`config.mk`:
```
export PLATFORM = sky130hd
export DESIGN_NAME = motor_sched_flat
export DESIGN_NICKNAME = d
export VERILOG_FILES = /design/src/rtl/motor_pkg.sv /design/src/rtl/motor_sched_if.sv /design/src/rtl/motor_sched_ms_timer.sv /design/src/rtl/motor_sched.sv /design/src/flat_wrapper.sv
export SDC_FILE = /design/constraint.sdc
export NUM_CORES = 1
export LEC_CHECK = 0
export BUFFER_PORTS_ARGS = -buffer_cell sky130_fd_sc_hd__buf_2
export CAP_MARGIN = 25
export CORE_ASPECT_RATIO = 2
export CORE_MARGIN = 4
export CORE_UTILIZATION = 40
export CTS_BUF_LIST = sky130_fd_sc_hd__clkbuf_8
export DETAILED_ROUTE_END_ITERATION = 6
export GPL_ROUTABILITY_DRIVEN = 0
export PLACE_DENSITY = 0.65
export SLEW_MARGIN = 5
export SYNTH_ARGS = -nofsm -noshare
export SYNTH_HDL_FRONTEND = slang
export SYNTH_HIERARCHICAL = 1
export SYNTH_SLANG_ARGS = --single-unit
```
`constraint.sdc`:
```
create_clock -name clkus -period 12.7 [get_ports clkus]
set_input_delay 0.635 -clock clkus [delete_from_list [all_inputs] [get_ports clkus]]
set_output_delay 0.635 -clock clkus [all_outputs]
set_load 0.02 [all_outputs]
```
`src/rtl/motor_pkg.sv`:
```
// Shared encodings for the motor command scheduler: speed codes, direction
// classes, scheduler states and the direction helpers.
package motor_pkg;

    typedef enum logic [1:0] {
        MOTOR_STOP   = 2'b00,
        MOTOR_FOR    = 2'b01,
        MOTOR_BACK   = 2'b10,
        FAST_FORWARD = 2'b11
    } speed_t;

    typedef enum logic [1:0] {
        DIR_NONE = 2'b00,
        DIR_FWD  = 2'b01,
        DIR_REV  = 2'b10
    } dir_t;

    typedef enum logic [1:0] {
        ST_IDLE = 2'b00,
        ST_DEAD = 2'b01,
        ST_RUN  = 2'b10
    } state_t;

    function automatic dir_t dir_of(input speed_t s);
        case (s)
            MOTOR_FOR, FAST_FORWARD: return DIR_FWD;
            MOTOR_BACK:              return DIR_REV;
            default:                 return DIR_NONE;
        endcase
    endfunction

    function automatic logic reverses(input dir_t new_dir, input dir_t old_dir);
        return ((new_dir == DIR_FWD) && (old_dir == DIR_REV)) ||
               ((new_dir == DIR_REV) && (old_dir == DIR_FWD));
    endfunction

endpackage

```
`src/rtl/motor_sched_if.sv`:
```
// Request/acknowledge and motor-drive signals between the two requesters,
// the scheduler and the PWM block.
interface motor_sched_if #(
    parameter int DUR_W = 16
);
    logic             lo_req;
    logic [1:0]       lo_cmd;
    logic [DUR_W-1:0] lo_dur;
    logic             lo_ack;
    logic             hi_req;
    logic [1:0]       hi_cmd;
    logic [DUR_W-1:0] hi_dur;
    logic             hi_ack;
    logic             abort;
    logic             done;
    logic             busy;
    logic             owner;
    logic [1:0]       speed;

    modport master (
        output lo_req, lo_cmd, lo_dur, hi_req, hi_cmd, hi_dur,
        input  lo_ack, hi_ack, abort, done, busy, owner, speed
    );

    modport slave (
        input  lo_req, lo_cmd, lo_dur, hi_req, hi_cmd, hi_dur,
        output lo_ack, hi_ack, abort, done, busy, owner, speed
    );
endinterface

```
`src/rtl/motor_sched_ms_timer.sv`:
```
// Millisecond timer: prescaler plus ms counter, loaded by start, giving a
// single-cycle expire pulse in the last cycle of the programmed interval.
module ms_timer #(
    parameter int TICKS_PER_MS = 1000,
    parameter int DUR_W        = 16
) (
    input  logic             clk,
    input  logic             rst_n,
    input  logic             start,
    input  logic [DUR_W-1:0] target,
    output logic             expire
);
    localparam int               PRE_W   = (TICKS_PER_MS > 1) ? $clog2(TICKS_PER_MS) : 1;
    localparam logic [PRE_W-1:0] PRE_MAX = PRE_W'(TICKS_PER_MS - 1);

    logic [PRE_W-1:0] pre;
    logic [DUR_W-1:0] ms_cnt;
    logic [DUR_W-1:0] tgt;
    logic             active;

    // Stops itself after expiring, so the ms counter can never wrap.
    assign expire = active && (pre == PRE_MAX) && (ms_cnt == tgt - DUR_W'(1));

    always_ff @(posedge clk) begin
        if (!rst_n) begin
            pre    <= '0;
            ms_cnt <= '0;
            tgt    <= '0;
            active <= 1'b0;
        end else if (start) begin
            pre    <= '0;
            ms_cnt <= '0;
            tgt    <= target;
            active <= 1'b1;
        end else if (active) begin
            if (pre == PRE_MAX) begin
                pre <= '0;
                if (expire) begin
                    active <= 1'b0;
                end else begin
                    ms_cnt <= ms_cnt + DUR_W'(1);
                end
            end else begin
                pre <= pre + PRE_W'(1);
            end
        end
    end
endmodule

```
`src/rtl/motor_sched.sv`:
```
// Two-requester motor command scheduler with high-priority preemption and
// a forced STOP dead time before any direction reversal.
module motor_sched
    import motor_pkg::*;
#(
    parameter int TICKS_PER_MS = 1000,
    parameter int DUR_W        = 16,
    parameter int DEAD_MS      = 20
) (
    input  logic         clkus,
    input  logic         rst_n,
    motor_sched_if.slave bus
);
    localparam logic [DUR_W-1:0] DEAD_DUR = DUR_W'(DEAD_MS);

    state_t           state, state_n;
    dir_t             last_dir, dir_n, eff_dir;
    speed_t           cmd_q, cmd_n, sel_cmd, speed;
    logic [DUR_W-1:0] dur_q, dur_n, sel_dur, phase_tgt;
    logic             owner, owner_n;
    logic             lo_ack, lo_ack_n, hi_ack, hi_ack_n;
    logic             abort, abort_n, done, done_n;
    logic             take_hi, take_lo, phase_start, phase_exp, quiet_exp;

    assign speed      = (state == ST_RUN) ? cmd_q : MOTOR_STOP;
    assign bus.speed  = speed;
    assign bus.busy   = (state != ST_IDLE);
    assign bus.owner  = owner;
    assign bus.lo_ack = lo_ack;
    assign bus.hi_ack = hi_ack;
    assign bus.abort  = abort;
    assign bus.done   = done;

    ms_timer #(.TICKS_PER_MS(TICKS_PER_MS), .DUR_W(DUR_W)) u_phase (
        .clk(clkus), .rst_n(rst_n), .start(phase_start), .target(phase_tgt), .expire(phase_exp)
    );

    // Held in load while moving, so it expires after DEAD_MS of continuous STOP.
    ms_timer #(.TICKS_PER_MS(TICKS_PER_MS), .DUR_W(DUR_W)) u_quiet (
        .clk(clkus), .rst_n(rst_n), .start(speed != MOTOR_STOP), .target(DEAD_DUR), .expire(quiet_exp)
    );

    always_comb begin
        state_n     = state;
        owner_n     = owner;
        cmd_n       = cmd_q;
        dur_n       = dur_q;
        eff_dir     = (quiet_exp && (speed == MOTOR_STOP)) ? DIR_NONE : last_dir;
        dir_n       = eff_dir;
        lo_ack_n    = 1'b0;
        hi_ack_n    = 1'b0;
        abort_n     = 1'b0;
        done_n      = 1'b0;
        phase_start = 1'b0;
        phase_tgt   = dur_q;
        // A request in its own ack cycle is ignored; a completing run is not preempted.
        take_hi = bus.hi_req && !hi_ack &&
                  ((state == ST_IDLE) || (!owner && !((state == ST_RUN) && phase_exp)));
        take_lo = bus.lo_req && !lo_ack && (state == ST_IDLE) && !take_hi;
        sel_cmd = take_hi ? speed_t'(bus.hi_cmd) : speed_t'(bus.lo_cmd);
        sel_dur = take_hi ? bus.hi_dur : bus.lo_dur;

        if (take_hi || take_lo) begin
            cmd_n    = sel_cmd;
            dur_n    = sel_dur;
            owner_n  = take_hi;
            hi_ack_n = take_hi;
            lo_ack_n = take_lo;
            abort_n  = (state != ST_IDLE);
            if (sel_dur == '0) begin
                state_n = ST_IDLE;
                owner_n = 1'b0;
                done_n  = 1'b1;
            end else if (reverses(dir_of(sel_cmd), eff_dir)) begin
                state_n     = ST_DEAD;
                phase_start = 1'b1;
                phase_tgt   = DEAD_DUR;
            end else begin
                state_n     = ST_RUN;
                phase_start = 1'b1;
                phase_tgt   = sel_dur;
                if (dir_of(sel_cmd) != DIR_NONE) dir_n = dir_of(sel_cmd);
            end
        end else if (phase_exp) begin
            case (state)
                ST_DEAD: begin
                    state_n     = ST_RUN;
                    phase_start = 1'b1;
                    phase_tgt   = dur_q;
                    if (dir_of(cmd_q) != DIR_NONE) dir_n = dir_of(cmd_q);
                end
                ST_RUN: begin
                    state_n = ST_IDLE;
                    owner_n = 1'b0;
                    done_n  = 1'b1;
                end
                default: ;
            endcase
        end
    end

    always_ff @(posedge clkus) begin
        if (!rst_n) begin
            state    <= ST_IDLE;
            owner    <= 1'b0;
            last_dir <= DIR_NONE;
            lo_ack   <= 1'b0;
            hi_ack   <= 1'b0;
            abort    <= 1'b0;
            done     <= 1'b0;
        end else begin
            state    <= state_n;
            owner    <= owner_n;
            last_dir <= dir_n;
            lo_ack   <= lo_ack_n;
            hi_ack   <= hi_ack_n;
            abort    <= abort_n;
            done     <= done_n;
        end
    end

    // Latched command and duration are only observed once state leaves IDLE.
    always_ff @(posedge clkus) begin
        cmd_q <= cmd_n;
        dur_q <= dur_n;
    end
endmodule

```
`src/flat_wrapper.sv`:
```
// flat-port wrapper written by rule: the top's interface ports become plain ports
module motor_sched_flat import motor_pkg::*;
#(
    parameter int TICKS_PER_MS = 1000,
    parameter int DUR_W        = 16,
    parameter int DEAD_MS      = 20
)
  (clkus, rst_n, bus_lo_req, bus_lo_cmd, bus_lo_dur, bus_hi_req, bus_hi_cmd, bus_hi_dur, bus_lo_ack, bus_hi_ack, bus_abort, bus_done, bus_busy, bus_owner, bus_speed);
  motor_sched_if #(.DUR_W(DUR_W)) bus_i ();
  input  logic clkus;
  input  logic rst_n;
  input wire logic [$bits(bus_i.lo_req)-1:0] bus_lo_req;
  input wire logic [$bits(bus_i.lo_cmd)-1:0] bus_lo_cmd;
  input wire logic [$bits(bus_i.lo_dur)-1:0] bus_lo_dur;
  input wire logic [$bits(bus_i.hi_req)-1:0] bus_hi_req;
  input wire logic [$bits(bus_i.hi_cmd)-1:0] bus_hi_cmd;
  input wire logic [$bits(bus_i.hi_dur)-1:0] bus_hi_dur;
  output wire logic [$bits(bus_i.lo_ack)-1:0] bus_lo_ack;
  output wire logic [$bits(bus_i.hi_ack)-1:0] bus_hi_ack;
  output wire logic [$bits(bus_i.abort)-1:0] bus_abort;
  output wire logic [$bits(bus_i.done)-1:0] bus_done;
  output wire logic [$bits(bus_i.busy)-1:0] bus_busy;
  output wire logic [$bits(bus_i.owner)-1:0] bus_owner;
  output wire logic [$bits(bus_i.speed)-1:0] bus_speed;
  assign bus_i.lo_req = bus_lo_req;
  assign bus_i.lo_cmd = bus_lo_cmd;
  assign bus_i.lo_dur = bus_lo_dur;
  assign bus_i.hi_req = bus_hi_req;
  assign bus_i.hi_cmd = bus_hi_cmd;
  assign bus_i.hi_dur = bus_hi_dur;
  assign bus_lo_ack = bus_i.lo_ack;
  assign bus_hi_ack = bus_i.hi_ack;
  assign bus_abort = bus_i.abort;
  assign bus_done = bus_i.done;
  assign bus_busy = bus_i.busy;
  assign bus_owner = bus_i.owner;
  assign bus_speed = bus_i.speed;
  motor_sched #(.TICKS_PER_MS(TICKS_PER_MS), .DUR_W(DUR_W), .DEAD_MS(DEAD_MS)) u_core (.clkus(clkus), .rst_n(rst_n), .bus(bus_i));
endmodule
```
==> results of run 1 <==
[cells by family after synthesis]
group / Yosys count
AND/OR/NAND/NOR: 382
AO/OA/AOI/OAI: 141
flip-flops: 113
XOR/XNOR: 53
buffers and inverters: 53
multiplexers: 44
adder cells (fa/ha/maj): 6
other: 2
[critical path, cell delays in order (launching register included)]
cell	delay [ns]
dfxtp_1	0.37
inv_1	0.08
ha_1	0.18
or4b_2	0.68
nor3_1	0.25
xnor2_1	0.14
nand3_1	0.11
or4_4	0.57
nor4_1	0.68
and2b_1	0.27
o21a_4	0.17
nor2_4	0.10
nor2_1	0.20
inv_1	0.42
o21ai_2	0.27
buf_4	0.32
nand2b_1	0.63
nand2b_1	0.37
nor2_1	0.08
[synthesized netlist by cell type, types with 3 or more instances]
cell type,n
and3_1,13
or4_1,8
o21ai_2,3
ha_1,6
a2111o_1,13
and2_1,6
nor2b_1,36
o21ai_1,9
or4_4,3
buf_4,3
nor3_1,12
mux2i_1,42
inv_1,14
nor2_1,47
or2_2,5
o21a_1,3
o21ai_0,24
a21o_1,5
or3_1,16
nand3_2,10
a21boi_0,3
a21oi_1,38
nor4_1,18
nand3_1,27
o31ai_1,3
a31oi_1,6
nand2_1,128
nand2b_1,10
buf_2,8
edfxtp_1,18
nand4_1,20
buf_6,7
xnor2_1,28
buf_1,3
xor2_1,25
clkbuf_1,15
o41ai_1,3
and2b_1,3
nand3b_1,3
dfxtp_1,95
[area by class of cell]
cell class,instances,area (µm²),area share [%]
Tap cell,207,259,3.39
Inverter,15,56.3,0.737
Multi-Input combinational cell,642,4110,53.7
Sequential cell,113,2440,32.0
Clock buffer,18,248,3.24
Timing Repair Buffer,52,273,3.57
Clock inverter,14,259,3.39
[how the worst max path moves through the flow]
stage,from,to,slack (ns),cells past startpoint
global placement,u_core/u_phase/tgt[0]$_SDFFE_PN0P_,u_core/u_phase/pre[5]$_SDFFE_PP0P_,6.86,18
global route,u_core/u_phase/tgt[0]$_SDFFE_PN0P_,u_core/u_phase/pre[1]$_SDFFE_PP0P_,6.13,18
CTS,u_core/u_phase/tgt[0]$_SDFFE_PN0P_,u_core/u_phase/pre[0]$_SDFFE_PP0P_,6.68,18
finish,u_core/u_phase/tgt[0]$_SDFFE_PN0P_,u_core/u_phase/pre[0]$_SDFFE_PP0P_,6.68,18
detailed placement,u_core/u_phase/tgt[0]$_SDFFE_PN0P_,u_core/u_phase/pre[0]$_SDFFE_PP0P_,6.68,18
floorplan,u_core/u_phase/tgt[0]$_SDFFE_PN0P_,u_core/u_phase/pre[0]$_SDFFE_PP0P_,7.56,20
[report_power, final]
part | total (mW) | internal [mW] | switching [mW]
Clock | 0.436 | 0.278 | 0.157
Combinational | 0.236 | 0.0958 | 0.140
Sequential | 0.416 | 0.390 | 0.0256
[metal layers]
metal	track usage, %	share of wire, %
met1	18.4	36
met2	37.4	57
met3	3.33	4.0
met4	8.20	3.3
met5	0	0.079
[stage by stage]
stage	instance area, µm²	power (mW)	setup slack (ns)	hold slack, ns
finish	7640	1.09	6.68	0.496
detailed placement	7140	0.658	6.68	0.479
global placement	7140	0.655	6.86	0.476
floorplan	6840	0.601	7.56	0.454
global route	7640	1.14	6.13	0.514
CTS	7640	1.10	6.68	0.493
[sequential cells by signal, summed over array words and instances, names as in the netlist, 2 cells and up]
name                   cells
u_core/dur_q              16
u_core/u_phase/tgt        16
u_core/last_dir            2
u_core/u_quiet/tgt        16
u_core/u_phase/pre        10
u_core/u_quiet/ms_cnt     16
u_core/cmd_q               2
u_core/state               2
u_core/u_quiet/pre        10
u_core/u_phase/ms_cnt     16
==> results.sh, run 1 <==
export IMPL_numCtsBuffers=17
export IMPL_rrSetupSlack_ns=6.68
export IMPL_cts_setup_buffers=0
export IMPL_seq_area_frac_synth_pct=36.0
export IMPL_worstPathRequired_ns=13.01
export IMPL_maxCapViolCount=0
export IMPL_ir_drop_v=0.0000761
export IMPL_hp_start="u_core/u_quiet/ms_cnt[15]$_SDFFE_PP0P_"
export IMPL_via_count=5942
export IMPL_grt_use_total_pct=18.9
export IMPL_clk_path_buf_depth=2
export IMPL_cts_hold_buffers=0
export IMPL_die_area_mm2=0.0193
export IMPL_fin_skew_ns=0.0174
export IMPL_hold_end="u_core/u_quiet/ms_cnt[15]$_SDFFE_PP0P_"
export IMPL_fillCellCount=1640
export IMPL_synth_top_cell_by_area="dfxtp_1"
export IMPL_path_clk_slew_ns=0.08
export IMPL_stdcell_count=1061
export IMPL_synth_cells=794
export IMPL_avgSynthCellArea_um2=8.55
export IMPL_holdPathStages=2
export IMPL_synth_fa_ha_area_share_pct=1.11
export IMPL_synthXorXnorAreaFrac_pct=6.83
export IMPL_synthesis_area_mm2=0.00679
export IMPL_yosysUniqueCellTypes=82
export IMPL_synth_compound_area_share_pct=14.9
export IMPL_run_status="complete, no violations"
export IMPL_routed_wl_um=17800
export IMPL_post_route_util_pct=45.8
export IMPL_reg2regPathDepth=18
export IMPL_clk_latency_ns=0.44
export IMPL_yosysWarnings=6
export IMPL_muxShareOfSynthArea_pct=6.63
export IMPL_core_area_mm2=0.0167
export IMPL_ys_seq_elements=113
export IMPL_grt_max_degree=45
export IMPL_cts_resized=0
export IMPL_worst_pin_slew_ns=0.945
export IMPL_antenna_left=0
export IMPL_slew_headroom_pct=37.0
export IMPL_hold_violations=0
export IMPL_synth_edf_count=18
export IMPL_drc=0
export IMPL_fin_tns_setup_ns=0
export IMPL_layout_common_cells="nand2_1, dfxtp_1, buf_2, nor2_1, mux2i_1"
export IMPL_synth_top_family_by_area="simple AND/OR/NAND/NOR gates"
export IMPL_std_cell_rows=67
export IMPL_leakage_nw=2.95
export IMPL_synth_area_leaders="dfxtp_1, edfxtp_1, nand2_1"
export IMPL_r2r_end="u_core/u_phase/pre[0]$_SDFFE_PP0P_"
export IMPL_setup_viol=0
export IMPL_layout_drive_gt1_share_pct=14.9
export IMPL_wl_per_cell_um=16.7
export IMPL_cts_root_buf="clkbuf_8"
export IMPL_period_minus_slack_ns=6.02
export IMPL_drtIter0Drc=291
export IMPL_layout_commonest_cell="nand2_1"
export IMPL_cts_max_level=4
export IMPL_worstPathArrival_ns=6.33
export IMPL_finalMaxSlewViolations=0
export IMPL_placedCellCount=1029
export IMPL_diodes=0
export IMPL_max_freq_ghz=0.166
export IMPL_min_period_over_period_pct=47.4
export IMPL_grt_pass1_wl_um=28700
export IMPL_io_pins=48
export IMPL_r2r_start="u_core/u_phase/tgt[0]$_SDFFE_PN0P_"
export IMPL_rsz0062_at_grt="false"
export IMPL_async_flop_share_pct=0
export IMPL_vias_per_cell=5.60
export IMPL_start_util_pct=40.7
export IMPL_grt_pass1_vias=5853
export IMPL_die_w_um=100
export IMPL_dieHeight_um=192
export IMPL_dp_hpwl_um=13600
export IMPL_cts_sinks=113
export IMPL_synth_ff_type="dfxtp_1"
export IMPL_overflow=0
export IMPL_cts_tree="done"
export IMPL_synth_simple_area_share_pct=30.0
export IMPL_synth_top_area_share_pct=28.0
export IMPL_hold_path_class="flip-flop to flip-flop"
export IMPL_nets=887
export IMPL_port_buffers=47
export IMPL_start_kind="flip-flop"
export IMPL_area_growth_pct=12.5
export IMPL_antenna_found_initial=1
export IMPL_path_class="flip-flop to flip-flop"
export IMPL_p_per_area_mw_per_mm2=142
export IMPL_drtPass1Iterations=6
export IMPL_crit_fanout=23
export IMPL_endpoint_kind="flip-flop"
Power figures use the tool's default switching activity.
==> inputs of run 2 (changes only) <==
Settings changed: ABC_AREA from default to 1, PLACE_DENSITY 0.65 to 0.64.
Clock period 12.7 ns to 6.3 ns, I/O delays scaled along.
==> run 2 against run 1 <==
Effect of this change:
- global-route usage is 1.5 points higher
- synthesized cell count rose by 43%
- core utilization shrank 0.43 points
- fmax is 25% higher
- area after synthesis increased by 12%
- clock-buffer cell count stayed put
- combinational power rose to 3.0 times the previous value
- sequential share of layout area down 3.2 points
- via count is 23% higher
- routed wire length up 20%
==> results.sh, run 2 <==
export IMPL_dieHeight_um=203
export IMPL_die_w_um=106
export IMPL_io_pins=48
export IMPL_setup_ws_ns=1.49
export IMPL_fin_tns_setup_ns=0
export IMPL_clk_path_buf_depth=2
export IMPL_diodes=0
export IMPL_worst_pin_slew_ns=0.733
export IMPL_setup_viol=0
export IMPL_synthesis_area_mm2=0.00761
export IMPL_drtIter0Drc=337
export IMPL_clk_latency_ns=0.44
export IMPL_crit_path_start="u_core/u_phase/tgt[0]$_SDFFE_PN0P_"
export IMPL_via_count=7305
export IMPL_numCtsBuffers=17
export IMPL_worstPathArrival_ns=5.17
export IMPL_wl_per_cell_um=14.7
export IMPL_endpoint_kind="flip-flop"
export IMPL_cts_tree="done"
export IMPL_cts_root_buf="clkbuf_8"
export IMPL_synth_area_leaders="dfxtp_1, nand2_1, nand3_1"
export IMPL_leakage_nw=3.82
export IMPL_async_flop_share_pct=0
export IMPL_dpl_worst_slack_ns=1.47
export IMPL_avgSynthCellArea_um2=6.72
export IMPL_synth_edf_count=18
export IMPL_hold_path_class="input port to flip-flop"
export IMPL_fin_skew_ns=0.0123
export IMPL_layout_commonest_cell="nand2_1"
export IMPL_cts_max_level=4
export IMPL_vias_per_cell=5.02
export IMPL_stdcell_count=1454
export IMPL_p_int_mw=1.51
export IMPL_cts_sinks=113
export IMPL_std_cell_rows=71
export IMPL_overflow=0
export IMPL_run_status="complete, no violations"
export IMPL_synth_ff_type="dfxtp_1"
export IMPL_nets=1232
export IMPL_grt_pass1_wl_um=34800
export IMPL_combPwrFrac_pct=30.0
export IMPL_rsz0062_at_grt="false"
export IMPL_yosysWarnings=6
export IMPL_power_frac_seq_pct=36.1
export IMPL_ys_seq_elements=113
export IMPL_r2r_start="u_core/u_phase/tgt[0]$_SDFFE_PN0P_"
export IMPL_cts_hold_buffers=0
export IMPL_p_switching_uw=852
export IMPL_grt_max_degree=40
export IMPL_cts_setup_buffers=0
export IMPL_synth_cells=1133
export IMPL_maxCapViolCount=0
export IMPL_drtPass1Iterations=5
export IMPL_period_minus_slack_ns=4.81
export IMPL_slowest_stage="clkinv_1"
export IMPL_hold_ws_ns=0.194
export IMPL_power_frac_clock_pct=33.8
export IMPL_max_freq_ghz=0.208
export IMPL_synth_top_cell_by_area="dfxtp_1"
export IMPL_layout_common_cells="nand2_1, inv_1, nor2_1, nand3_1, dfxtp_1"
export IMPL_core_area_mm2=0.0187
export IMPL_min_period_over_period_pct=76.4
export IMPL_hp_start="bus_lo_dur[14]"
export IMPL_start_util_pct=40.6
export IMPL_drc=0
export IMPL_start_kind="flip-flop"
export IMPL_path_clk_slew_ns=0.07
export IMPL_layout_drive_gt1_share_pct=15.3
export IMPL_cts_resized=0
export IMPL_finalMaxSlewViolations=0
export IMPL_worstPathRequired_ns=6.65
export IMPL_p_sw_share_pct=36.1
export IMPL_slew_headroom_pct=50.8
export IMPL_post_route_util_pct=45.4
export IMPL_slowest_delay_ns=0.49
export IMPL_grt_use_total_pct=20.4
export IMPL_antenna_found_initial=0
export IMPL_grt_pass1_vias=7379
export IMPL_seq_area_frac_synth_pct=32.1
export IMPL_placedCellCount=1421
export IMPL_crit_chain="inv_2 -> ha_1 -> nand2_4 -> xnor2_1 -> nand2_1 -> nor3_1 -> nand2_1 -> nor3_1 -> nand2_1 -> nor2_1 -> nand3_2 -> nand2_2 -> nand2_4 -> nand2_4 -> inv_1 -> nor2_1 -> inv_2 -> nand2_4 -> o21ai_0 -> buf_4 -> nor2_1 -> clkinv_1 -> nor3_1"
export IMPL_die_area_mm2=0.0214
export IMPL_path_class="flip-flop to flip-flop"
export IMPL_port_buffers=47
export IMPL_cpMostUsedCell="nand2_4"
export IMPL_p_per_area_mw_per_mm2=277
export IMPL_crit_fanout=29
export IMPL_antenna_left=0
export IMPL_hold_violations=0
export IMPL_routed_wl_um=21300
export IMPL_post_synth_top_count_cell="nand2_1"
export IMPL_area_growth_pct=11.8
export IMPL_yosysUniqueCellTypes=46
export IMPL_ir_drop_v=0.000176
export IMPL_synth_commonest_cells="nand2_1, inv_1, nor2_1"
export IMPL_synth_top_area_share_pct=25.0
export IMPL_dp_hpwl_um=16900
-- run 2: metal layers --
metal / share of wire, % / vias up / track usage, %
met5: 0 / - / 0
met4: 5.2 / 0 / 12.3
met3: 2.0 / 64 / 2.70
met2: 59 / 120 / 42.0
met1: 34 / 3398 / 17.8
li1: - / 3723 / -
-- run 2: area by class of cell --
type | instances | area (µm²)
Fill cell | 1966 | 10200
Multi-Input combinational cell | 859 | 4470
Sequential cell | 113 | 2440
Inverter | 145 | 544
Tap cell | 255 | 319
Timing Repair Buffer | 50 | 269
Clock buffer | 18 | 248
Clock inverter | 14 | 210
-- run 2: critical path, delay by kind of cell (launching register included) --
family	cells	cell delay [ns]
xor+xnor	1	0.22
flops	1	0.32
compound gates	1	0.11
fa+ha+maj	1	0.26
buf+inv	5	1.16
simple gates	15	2.64
-- run 2: power groups by stage --
stage / combinational (mW) / sequential [mW] / clock [mW]
2_1_floorplan: 0.557 / 0.855 / 0
3_3_place_gp: 0.698 / 0.868 / 0
3_5_place_dp: 0.707 / 0.869 / 0
4_1_cts: 0.709 / 0.852 / 0.822
5_1_grt: 0.804 / 0.858 / 0.849
6_report: 0.709 / 0.852 / 0.798
-- run 2: worst paths after layout --
kind,depth (start not counted),endpoint,slack [ns]
max,23,u_core/u_phase/pre[2]$_SDFFE_PP0P_,1.49
min,3,u_core/dur_q[14]$_DFFE_PN_,0.19
max reg2reg,23,u_core/u_phase/pre[2]$_SDFFE_PP0P_,1.49
min reg2reg,2,u_core/u_phase/tgt[1]$_SDFFE_PN0P_,0.50
-- run 2: cell families (layout without fill, tap and decap cells) --
kind of cell	count (synthesis)	count (layout)	share of synthesized area (%)
flip-flops	113	113	32.1
AND/OR/NAND/NOR	644	644	40.2
XOR/XNOR	55	55	6.33
buffers and inverters	175	227	9.80
AO/OA/AOI/OAI	138	138	10.5
other	2	16	0.0987
adder cells (fa/ha/maj)	6	6	0.986
-- run 2: stage by stage --
stage	total power, mW	area, µm²
floorplan	1.41	7660
CTS	2.38	8500
detailed placement	1.58	8040
global placement	1.57	8020
global route	2.51	8510
finish	2.36	8510
